**config.mk**
```make
export PLATFORM = sky130hd
export DESIGN_NAME = flap_pulse
export DESIGN_NICKNAME = d
export VERILOG_FILES = /design/src/rtl/flap_pulse.sv
export SDC_FILE = /design/constraint.sdc
export NUM_CORES = 1
export LEC_CHECK = 0
export ABC_AREA = 0
export BUFFER_PORTS_ARGS = -buffer_cell sky130_fd_sc_hd__buf_4
export CAP_MARGIN = 20
export CELL_PAD_IN_SITES_DETAIL_PLACEMENT = 1
export CELL_PAD_IN_SITES_GLOBAL_PLACEMENT = 1
export CORE_MARGIN = 2
export CORE_UTILIZATION = 42
export CTS_CLUSTER_DIAMETER = 30
export DETAILED_ROUTE_END_ITERATION = 10
export PLACE_DENSITY_LB_ADDON = 0.1
export SYNTH_ARGS = -nofsm -noshare
export SYNTH_HDL_FRONTEND = slang
export SYNTH_SLANG_ARGS = --single-unit
```
**constraint.sdc**
```tcl
create_clock -name clk -period 3.01 [get_ports clk]
set_input_delay 0 -clock clk [delete_from_list [all_inputs] [get_ports clk]]
set_output_delay 0 -clock clk [all_outputs]
set_load 0.01 [all_outputs]
```
**src/rtl/flap_pulse.sv**
```systemverilog
// Push-button flap strobe: debounces press and release with a stable-sample
// counter and emits one enable-gated pulse per accepted press.
module flap_pulse #(
  parameter int unsigned DEBOUNCE_CYCLES = 4,
  parameter int unsigned CNT_W           = 8
) (
  input  logic             clk,
  input  logic             reset,
  input  logic             button,
  input  logic             en,
  output logic             pulse,
  output logic             held,
  output logic [CNT_W-1:0] press_cnt
);

  localparam int unsigned DW     = $clog2(DEBOUNCE_CYCLES + 1);
  localparam logic [DW-1:0] LAST = DW'(DEBOUNCE_CYCLES - 1);
  localparam bit SINGLE          = (DEBOUNCE_CYCLES == 1);

  typedef enum logic [1:0] {
    IDLE,
    PRESS_WAIT,
    HELD,
    RELEASE_WAIT
  } state_t;

  state_t        state;
  logic [DW-1:0] cnt;
  logic          accept_c;

  // A press is accepted on the edge that samples the last required stable 1.
  always_comb begin
    accept_c = 1'b0;
    if (button) begin
      if (state == IDLE && SINGLE)
        accept_c = 1'b1;
      else if (state == PRESS_WAIT && cnt == LAST)
        accept_c = 1'b1;
    end
  end

  always_ff @(posedge clk) begin
    if (reset) begin
      state     <= IDLE;
      cnt       <= '0;
      pulse     <= 1'b0;
      held      <= 1'b0;
      press_cnt <= '0;
    end else begin
      pulse <= accept_c & en;
      if (accept_c && en && press_cnt != '1)
        press_cnt <= press_cnt + CNT_W'(1);

      case (state)
        IDLE: begin
          if (button) begin
            cnt <= DW'(1);
            if (SINGLE) begin
              state <= HELD;
              held  <= 1'b1;
            end else begin
              state <= PRESS_WAIT;
            end
          end
        end
        PRESS_WAIT: begin
          if (!button) begin
            state <= IDLE;
            cnt   <= '0;
          end else if (cnt == LAST) begin
            state <= HELD;
            held  <= 1'b1;
            cnt   <= '0;
          end else begin
            cnt <= cnt + DW'(1);
          end
        end
        HELD: begin
          if (!button) begin
            cnt <= DW'(1);
            if (SINGLE) begin
              state <= IDLE;
              held  <= 1'b0;
            end else begin
              state <= RELEASE_WAIT;
            end
          end
        end
        RELEASE_WAIT: begin
          // A bounce back high returns to HELD without producing a new press.
          if (button) begin
            state <= HELD;
            cnt   <= '0;
          end else if (cnt == LAST) begin
            state <= IDLE;
            held  <= 1'b0;
            cnt   <= '0;
          end else begin
            cnt <= cnt + DW'(1);
          end
        end
        default: begin
          state <= IDLE;
          held  <= 1'b0;
          cnt   <= '0;
        end
      endcase
    end
  end

endmodule

```
==> results by group <==
Routing
  – Drt total wl: 1.56 mm
  – Routed len/inst: 14.1 um
  – DR pass1 iterations: 3
  – DRC errors left: 0
  – Vias per cell: 5.67
  – Via count: 624
  – DRT iter0 DRCs: 5
  – DRT antenna net count: 0

STA
  – Hold_ws: 6.46 ps
  – RSZ-0062 raised after global routing: no
  – Period minus WS final: 1610 ps
  – Fin Clk Skew: 3.50 ps
  – Relative slew slack: 0.748
  – Final setup fails: 0
  – Crit share post-route: 0.535
  – Fmax: 621 MHz
  – Slew Limit Fails: 0
  – Total negative setup slack: 0 ps
  – Worst-Margin Slew: 375 ps
  – Final Hold Fails: 0

Logic synthesis
  – Area leader, netlist: dfxtp_1
  – Synthesized Nets: 83
  – #FFs+latches synth: 15
  – Library cells used by synthesis: 33
  – Post-synthesis cell count: 77
  – Dominant synthesized flop cell: dfxtp_1
  – Async SR Flop Fraction: 0
  – Sequential area share after synthesis: 0.405
  – Syn Area/Cell: 9.62 um^2
  – Post-synth EDFFs: 0
  – Syn. warnings: 0
  – Netlist Area Pre-Place: 741 um^2
  – Synth top area share: 0.405
  – Most area-consuming cells after synthesis: dfxtp_1 (41%), nand3b_4 (5.4%), nor2_1 (5.1%), a21oi_1 (3.4%), ha_1 (3.4%)

Floorplan
  – Total die area: 0.00212 mm^2
  – Starting Density: 0.439
  – FP Rows: 15
  – Core area: 0.00169 mm^2
  – Die Wd: 46.0 um
  – Die height: 46.0 um
  – I/O Pins: 14

Clock tree
  – Clk_lat worst skew: 280 ps
  – CTS tree: yes
  – Buffer count from post-CTS setup fixing: 0
  – Hold_buf cts: 0
  – Clock transition at path regs: 90 ps
  – Total number of H-tree levels: 1
  – Gates resized, CTS repair: 0
  – CTS Root Cell: clkbuf_4
  – Cts bufs inserted: 3
  – Clock tree buffer depth: 2
  – Clock sinks: 15

Place
  – Dpl hpwl: 1.13 mm
  – Buffers on Ports: 13
  – RePlAce Congestion: 0.714

Pwr
  – Switching Fraction: 0.231
  – Leak: 0.396 nW
  – Sw power: 0.0791 mW
  – Logic gate share of total power: 0.067
  – Clk network pwr share: 0.336
  – Worst VDD drop: 0.000225 V
  – Overall Power: 0.342 mW
  – Pwr Density: 388 mW/mm^2
  – P_int: 0.263 mW
  – Seq pwr share: 0.597

Setup path
  – Worst Setup End Kind: flop
  – CP Launch Type: flop
  – Arr. time, crit path: 1790 ps
  – Critical path type: flop to flop
  – Max FO, Critical Path: 7
  – Req. time, crit path: 3190 ps

Cells and area
  – # fillers: 204
  – Area Growth Syn to Fin: 19.1%
  – Multi-input logic area: 429 um^2
  – Most frequent cells in the layout: dfxtp_1 (15), buf_4 (13), nor2_1 (10)
  – Layout cells sized above 1: 0.237
  – # diodes: 0
  – Final nets: 100
  – Register area: 300 um^2
  – Most common cell after layout, fill and taps aside: dfxtp_1

Worst hold path
  – Hold Crit Class: input port to flop

Run
  – Number of max-cap violations: 0

Global route
  – Total gr overflow: 0
  – Vias in the first global route: 579
  – Largest net degree at the start of global routing: 17
  – Initial antenna violation count: 0
  – Tot GR Track Use: 0.174
  – First-pass GRT wire length: 2.57 mm

Status
  – Status: completed
-- final timing paths --
| check | start | to | slack [ps] | depth (start not counted) |
|---|---|---|---|---|
| max | cnt[1]$_SDFFE_PP0P_ | press_cnt[5]$_SDFFE_PP0P_ | 1400 | 5 |
| min | reset | press_cnt[0]$_SDFFE_PP0P_ | 6 | 2 |
| max reg2reg | cnt[1]$_SDFFE_PP0P_ | press_cnt[5]$_SDFFE_PP0P_ | 1400 | 5 |
| min reg2reg | cnt[1]$_SDFFE_PP0P_ | cnt[1]$_SDFFE_PP0P_ | 500 | 2 |
-- power by group through the flow --
stage	combinational (mW)	sequential, mW	clock [mW]
CTS	0.0235	0.204	0.120
finish	0.0230	0.204	0.115
global route	0.0260	0.205	0.126
detailed placement	0.0234	0.209	0
global placement	0.0226	0.209	0
floorplan	0.0133	0.209	0
-- synth_stat cells (all sizes together), types with 2 or more instances --
cell type and n:
a211oi 3, a21oi 5, and3 2, and3b 2
and4 2, dfxtp 15, ha 2, inv 2
nand2 4, nand3b 3, nand4 3, nor2 10
nor3 6, nor3b 2, xnor2 2
-- critical path, stage by stage, from the launching register on --
cell and delay, ps:
dfxtp_1 340, ha_1 260, nand3b_4 160, nor3_4 280, nand4_1 150, mux2_4 310
-- routing by layer --
layer  GRT usage  wire length, um  vias to the layer above
met1       0.222              763                      297
li1            -                -                      315
met2       0.267              711                       10
met5           0                0                        -
met4      0.0514               15                        0
met3      0.0714               64                        2
-- flip-flops by register name, summed over array words and instances, names as in the netlist, named ones only --
| signal | count |
|---|---|
| press_cnt | 8 |
| cnt | 3 |
| held | 1 |
| pulse | 1 |
| state | 1 |
-- layout make-up --
class / instances / share of cell area
inverters: 2 / 0.00851
well taps: 17 / 0.0241
multi-input cells: 59 / 0.487
flip-flops and latches: 15 / 0.340
clock buffers: 4 / 0.0298
repair buffers: 13 / 0.111
-- cell families (layout without fill, tap and decap cells) --
logic type               Yosys count  after routing  synth area share
buffers and inverters              3             19            0.0152
flip-flops                        15             15             0.405
AND/OR/NAND/NOR                   38             38             0.345
AO/OA/AOI/OAI                     14             14             0.132
XOR/XNOR                           3              3            0.0355
multiplexers                       2              2            0.0338
adder cells (fa/ha/maj)            2              2            0.0338
-- stage by stage --
stage	std cells	setup slack [ps]	instance area, um^2	utilization
6_report	110	1400	882	0.522
5_1_grt	110	1270	882	0.522
4_1_cts	110	1380	882	0.522
3_5_place_dp	106	1400	856	0.507
3_3_place_gp	106	1460	856	0.507
2_1_floorplan	77	1540	741	-
Power figures use the tool's default switching activity.
